==> config.mk <==
export PLATFORM = sky130hd
export DESIGN_NAME = hmac_msg_loader
export DESIGN_NICKNAME = d
export VERILOG_FILES = /design/src/rtl/hmac_msg_loader_pkg.sv /design/src/rtl/hmac_msg_loader_pad_block.sv /design/src/rtl/hmac_msg_loader.sv
export SDC_FILE = /design/constraint.sdc
export NUM_CORES = 2
export LEC_CHECK = 0
export CAP_MARGIN = 25
export CORE_AREA = 2 2 722 724
export CTS_CLUSTER_DIAMETER = 60
export CTS_CLUSTER_SIZE = 8
export DETAILED_ROUTE_END_ITERATION = 10
export DIE_AREA = 0 0 724 726
export PLACE_DENSITY = 0.41
export SLEW_MARGIN = 10
export SYNTH_ARGS = -nofsm -noshare
export SYNTH_HDL_FRONTEND = slang
export SYNTH_SLANG_ARGS = --single-unit
==> constraint.sdc <==
create_clock -name clk -period 5.02 [get_ports clk]
set_input_delay 1.004 -clock clk [delete_from_list [all_inputs] [get_ports clk]]
set_output_delay 1.004 -clock clk [all_outputs]
set_load 0.02 [all_outputs]
==> src/rtl/hmac_msg_loader_pkg.sv <==
// Shared constants, state encoding and byte helpers for the HMAC message loader.
package hmac_msg_loader_pkg;

  localparam int RATE_BYTES = 136;
  localparam int KEY_BITS   = 128;
  localparam int MAC_BITS   = 256;
  localparam int BLOCK_BITS = 8 * RATE_BYTES;
  localparam int IDX_W      = $clog2(BLOCK_BITS);
  localparam int CNT_W      = 8;

  localparam logic [CNT_W-1:0] MAX_MSG_BYTES = 8'd135;
  localparam logic [7:0]       SHA3_DS_BYTE  = 8'h06;
  localparam logic [7:0]       SHA3_END_BYTE = 8'h80;

  typedef enum logic [2:0] {
    ST_COLLECT = 3'd0,
    ST_PAD     = 3'd1,
    ST_START   = 3'd2,
    ST_WAIT    = 3'd3,
    ST_OUT     = 3'd4,
    ST_DRAIN   = 3'd5
  } state_t;

  // The core consumes each byte LSB-first from the high end of its slot.
  function automatic logic [7:0] bit_rev8(input logic [7:0] b);
    logic [7:0] r;
    for (int i = 0; i < 8; i++) r[i] = b[7-i];
    return r;
  endfunction

endpackage

==> src/rtl/hmac_msg_loader_pad_block.sv <==
// Combinational pad10*1 with the SHA3 domain byte: maps the raw collected
// buffer and its byte count to the final rate block.
module sha3_pad_block
  import hmac_msg_loader_pkg::*;
(
  input  logic [BLOCK_BITS-1:0] raw,
  input  logic [CNT_W-1:0]      cnt,
  output logic [BLOCK_BITS-1:0] padded
);

  always_comb begin
    padded = raw;
    for (int k = 0; k < RATE_BYTES; k++) begin
      if (cnt == CNT_W'(k)) begin
        padded[(RATE_BYTES-1-k)*8 +: 8] = raw[(RATE_BYTES-1-k)*8 +: 8] | bit_rev8(SHA3_DS_BYTE);
      end
    end
    // Final rate byte always carries the closing pad bit; it merges with the
    // domain byte when the message fills all but the last slot.
    padded[7:0] = padded[7:0] | bit_rev8(SHA3_END_BYTE);
  end

endmodule

==> src/rtl/hmac_msg_loader.sv <==
// Byte-stream front end for the HMAC-SHA3-256 core: collects one padded rate
// block, launches the core, and hands the resulting MAC downstream.
module hmac_msg_loader
  import hmac_msg_loader_pkg::*;
(
  input  logic                  clk,
  input  logic                  rst_n,
  input  logic [KEY_BITS-1:0]   key_in,
  input  logic                  key_load,
  input  logic                  in_valid,
  output logic                  in_ready,
  input  logic [7:0]            in_data,
  input  logic                  in_last,
  output logic [BLOCK_BITS-1:0] msg_out,
  output logic [KEY_BITS-1:0]   key_out,
  output logic                  hmac_start,
  input  logic                  hmac_ready,
  input  logic [MAC_BITS-1:0]   hmac_mac,
  output logic [MAC_BITS-1:0]   mac_out,
  output logic                  mac_valid,
  input  logic                  mac_accept,
  output logic                  err_overflow
);

  state_t                state, state_n;
  logic [CNT_W-1:0]      cnt;
  logic [BLOCK_BITS-1:0] blk;
  logic [BLOCK_BITS-1:0] padded;
  logic [KEY_BITS-1:0]   key_reg;
  logic [MAC_BITS-1:0]   mac_reg;
  logic [IDX_W-1:0]      wr_lsb;
  logic                  accept_byte;
  logic                  overflow;

  sha3_pad_block u_pad (
    .raw    (blk),
    .cnt    (cnt),
    .padded (padded)
  );

  assign wr_lsb      = IDX_W'((RATE_BYTES - 1 - int'(cnt)) * 8);
  assign accept_byte = in_valid && in_ready;
  assign overflow    = (state == ST_COLLECT) && accept_byte && (cnt == MAX_MSG_BYTES);

  assign msg_out = blk;
  assign key_out = key_reg;
  assign mac_out = mac_reg;

  // The block register doubles as the collection buffer and the core's
  // message input, so it stays frozen from PAD until the MAC is accepted.
  always_ff @(posedge clk or negedge rst_n) begin
    if (!rst_n) begin
      state        <= ST_COLLECT;
      cnt          <= '0;
      blk          <= '0;
      key_reg      <= '0;
      mac_reg      <= '0;
      err_overflow <= 1'b0;
    end else begin
      state        <= state_n;
      err_overflow <= overflow;
      case (state)
        ST_COLLECT: begin
          if (key_load) key_reg <= key_in;
          if (overflow) begin
            blk <= '0;
            cnt <= '0;
          end else if (accept_byte) begin
            blk[wr_lsb +: 8] <= bit_rev8(in_data);
            cnt              <= cnt + 8'd1;
          end
        end
        ST_PAD:  blk <= padded;
        ST_WAIT: if (hmac_ready) mac_reg <= hmac_mac;
        ST_OUT: begin
          if (mac_accept) begin
            blk <= '0;
            cnt <= '0;
          end
        end
        default: ;
      endcase
    end
  end

  always_comb begin
    state_n    = state;
    in_ready   = 1'b0;
    hmac_start = 1'b0;
    mac_valid  = 1'b0;
    case (state)
      ST_COLLECT: begin
        in_ready = 1'b1;
        if (in_valid) begin
          // A 136th byte can never fit with padding; a last one needs no drain.
          if (cnt == MAX_MSG_BYTES) state_n = in_last ? ST_COLLECT : ST_DRAIN;
          else if (in_last)         state_n = ST_PAD;
        end
      end
      ST_PAD:   state_n = ST_START;
      ST_START: begin
        hmac_start = 1'b1;
        state_n    = ST_WAIT;
      end
      ST_WAIT:  if (hmac_ready) state_n = ST_OUT;
      ST_OUT: begin
        mac_valid = 1'b1;
        if (mac_accept) state_n = ST_COLLECT;
      end
      ST_DRAIN: begin
        in_ready = 1'b1;
        if (in_valid && in_last) state_n = ST_COLLECT;
      end
      default:  state_n = ST_COLLECT;
    endcase
  end

endmodule
==> impl_metrics.env <==
export IMPL_status="finished clean"
export IMPL_vdd_drop_max_mv=0.3891
export IMPL_cell_internal_pwr_mw=32.01
export IMPL_seq_area_frac_synth_pct=61.77
export IMPL_cts_htree_levels=5
export IMPL_dp_hpwl_um=430300
export IMPL_utilization_pct=18.91
export IMPL_synth_cell_types=101
export IMPL_dieArea_um2=525600
export IMPL_crit_fanout=12
export IMPL_gp_congestion=1.044
export IMPL_track_usage_pct=19.24
export IMPL_tightest_slew_ns=1.139
export IMPL_clkPwrFrac_pct=31.4
export IMPL_drt_iter0_markers=5915
export IMPL_hold_violations=0
export IMPL_setup_violations=0
export IMPL_maxCapViolations=0
export IMPL_synth_flop_cell="dfrtp_1"
export IMPL_pre_cts_slack_ns=0.3454
export IMPL_layout_drive_gt1_share_pct=19.03
export IMPL_nets=7402
export IMPL_setup_tns_ns=0
export IMPL_drt_total_wl_um=526000
export IMPL_path_clk_slew_ns=0.05
export IMPL_met1_usage_pct=20.75
export IMPL_p_switching_mw=24.96
export IMPL_synth_top_area_share_pct=61.77
export IMPL_area_delta_synth_final_pct=63.10
export IMPL_fp_dieH_um=726
export IMPL_die_w_um=724
export IMPL_rsz0062_at_grt="false"
export IMPL_slew_headroom_pct=23.51
export IMPL_clk_latency_ns=0.97
export IMPL_post_route_min_period_ns=4.723
export IMPL_ant_nets=0
export IMPL_syn_inst=4836
export IMPL_power_frac_comb_pct=41.6
export IMPL_p_per_area_nw_per_um2=581.0
export IMPL_grt_pass1_vias=56010
export IMPL_critPathMaxStageDelay_ns=0.91
export IMPL_fp_coreArea_um2=518600
export IMPL_io_buffers=1874
export IMPL_syn_cell_area_um2=60120
export IMPL_instances_no_fill=14120
export IMPL_synth_edff_count=0
export IMPL_wl_per_cell_um=37.26
export IMPL_overflow=0
export IMPL_via_per_inst=4.006
export IMPL_yosysWarningCount=0
export IMPL_switching_share_pct=43.81
export IMPL_cts_tree="done"
export IMPL_ctsResizeCount=0
export IMPL_grt_pass1_wl_um=660500
export IMPL_worst_ep_arrival_time_ns=5.52
export IMPL_grt_max_degree=117
export IMPL_hold_class="reg -> reg"
export IMPL_cp_num_buf_inv=2
export IMPL_firstDrtPassIters=6
export IMPL_postSynth_asyncResetShare_pct=100.0
export IMPL_syn_num_nets=5242
export IMPL_initial_utilization_pct=11.59
export IMPL_synth_top_cell_by_area="dfrtp_1"
export IMPL_antenna_found_initial=136
export IMPL_drv_slew=0
export IMPL_p_leak_nw=38.97
export IMPL_grt_busiest_layer="met2"
export IMPL_fin_skew_ns=0.1202
export IMPL_cts_buffers_inserted=266
export IMPL_synth_area_per_cell_um2=12.43
export IMPL_io_pins=1875
export IMPL_crit_chain="inv_2, ha_1, nor4bb_1, buf_4, nand2_2, o41a_2, nor3_1, nand2_1, o2bb2ai_1"
export IMPL_grtUsageMet2_pct=32.68
export IMPL_grt_met3_usage_pct=6.673
export IMPL_crit_family="simple AND/OR/NAND/NOR gates"
export IMPL_cp_slowest_cell="nor3_1"
export IMPL_layout_setup_ws_ns=0.2966
export IMPL_drc=0
export IMPL_synth_most_common_cell="dfrtp_1"
export IMPL_seq_power_share_pct=27.0
export IMPL_n_fill_cell=56950
export IMPL_synth_ff_latch_count=1484
export IMPL_multi_input_area_um2=21910
export IMPL_rows=265
export IMPL_cts_root_buffer="clkbuf_16"
export IMPL_dp_cells=13670
export IMPL_worstPathRequired_ns=5.82
export IMPL_start_kind="flip-flop"
export IMPL_period_share_pct=94.09
export IMPL_cts_buffer_depth=4
export IMPL_synthTopCellsByCount="dfrtp_1 (1484), a22o_1 (542), mux2_2 (387)"
export IMPL_regArea_um2=37140
export IMPL_max_freq_ghz=0.2117
export IMPL_vias=56550
export IMPL_hold_slack_ns=0.4689
export IMPL_setup_worst_path_class="reg -> reg"
export IMPL_end_kind="flip-flop"
export IMPL_synth_area_top_cells="dfrtp_1 (62%), a22o_1 (7.9%), mux2_2 (7.2%), nand2_1 (2.2%), nor2_1 (1.9%)"
export IMPL_cts_sinks=1484
[what timing repair did]
action                    CTS  global route
hold endpoints to repair   17             0
buffers inserted            0             0
hold buffers                1             0
[cells in the final DEF, fill, tap and decap left out, types with 16 or more instances in the layout]
cell | netlist | layout
o22ai_1 | 57 | 57
nor4_1 | 18 | 17
and2_1 | 23 | 20
clkbuf_8 | 0 | 18
nand3_1 | 135 | 122
a211oi_1 | 71 | 71
o2bb2ai_1 | 83 | 83
nor3_2 | 24 | 26
o32ai_1 | 17 | 16
buf_12 | 0 | 29
o21ai_1 | 44 | 44
a21oi_1 | 115 | 114
clkinvlp_4 | 0 | 18
clkbuf_16 | 0 | 267
a32o_1 | 50 | 50
diode_2 | 0 | 44
nor2_1 | 308 | 298
clkdlybuf4s50_1 | 0 | 1863
a21oi_2 | 17 | 17
mux2_2 | 387 | 387
a31oi_1 | 50 | 49
clkbuf_1 | 241 | 28
clkinv_2 | 0 | 16
a22o_1 | 542 | 542
o21ai_0 | 188 | 188
nand4_1 | 20 | 20
buf_4 | 14 | 332
o221a_2 | 82 | 82
nand2_1 | 349 | 344
nor3_1 | 121 | 118
a221oi_1 | 23 | 23
dfrtp_1 | 1484 | 1484
o31ai_1 | 33 | 33
[worst reg2reg max path, stage by stage, from the launching register on]
cell and delay [ns]:
dfrtp_1 0.38, inv_2 0.22, ha_1 0.30, nor4bb_1 0.49, buf_4 0.25, nand2_2 0.19, o41a_2 0.84, nor3_1 0.92
nand2_1 0.64, o2bb2ai_1 0.32
[area by class of cell]
class	instances	area share (%)
repair buffers	2229	22.22
inverters	8	0.03062
diodes	44	0.1123
flip-flops and latches	1484	37.87
clock buffers	313	7.173
clock inverters	88	1.400
well taps	6942	8.858
multi-input cells	3007	22.34
[state kept, by name, summed over array words and instances (netlist names)]
name	flops
err_overflow	1
mac_out	256
state	3
key_out	128
cnt	8
msg_out	1088
[metal layers]
| layer | routed length (um) | vias up |
|---|---|---|
| li1 | - | 22720 |
| met1 | 184800 | 29440 |
| met2 | 254500 | 3299 |
| met3 | 49540 | 985 |
| met4 | 36480 | 100 |
| met5 | 633 | - |
[cell families (layout without fill, tap and decap cells)]
| family | after synthesis | count (layout) | synth area share, % |
|---|---|---|---|
| compound gates | 1495 | 1495 | 19.47 |
| xor+xnor | 18 | 18 | 0.3371 |
| fa+ha+maj | 7 | 7 | 0.1457 |
| buf+inv | 345 | 2638 | 2.358 |
| flops | 1484 | 1484 | 61.77 |
| mux | 391 | 391 | 7.327 |
| other cells | 0 | 44 | 0 |
| simple gates | 1096 | 1096 | 8.593 |
[path summary, 6_finish.rpt]
kind	from	endpoint	slack, ns	cells past startpoint
min in group asynchronous	rst_n	msg_out[486]$_DFFE_PN0P_	0.66	2
max in group asynchronous	rst_n	msg_out[962]$_DFFE_PN0P_	2.90	3
worst min-delay path	msg_out[157]$_DFFE_PN0P_	msg_out[157]$_DFFE_PN0P_	0.47	2
worst max-delay path	cnt[3]$_DFFE_PN0P_	msg_out[719]$_DFFE_PN0P_	0.30	9
worst min register to register	msg_out[157]$_DFFE_PN0P_	msg_out[157]$_DFFE_PN0P_	0.47	2
worst max register to register	cnt[3]$_DFFE_PN0P_	msg_out[719]$_DFFE_PN0P_	0.30	9
[per-stage QoR]
stage	instance area (um2)	total power [mW]
final	98060	56.97
after global routing	97980	58.64
after floorplan	60120	23.90
after global placement	89480	39.61
after detailed placement	89510	39.59
after CTS	97930	57.80
[power by group through the flow]
stage               clock [mW]  sequential (mW)  combinational [mW]
floorplan                    0             17.6                6.27
global placement             0             15.5                24.1
detailed placement           0             15.6                24.0
CTS                       18.3             15.4                24.1
global route              18.8             15.6                24.2
finish                    17.9             15.4                23.7
Power figures use the tool's default switching activity.
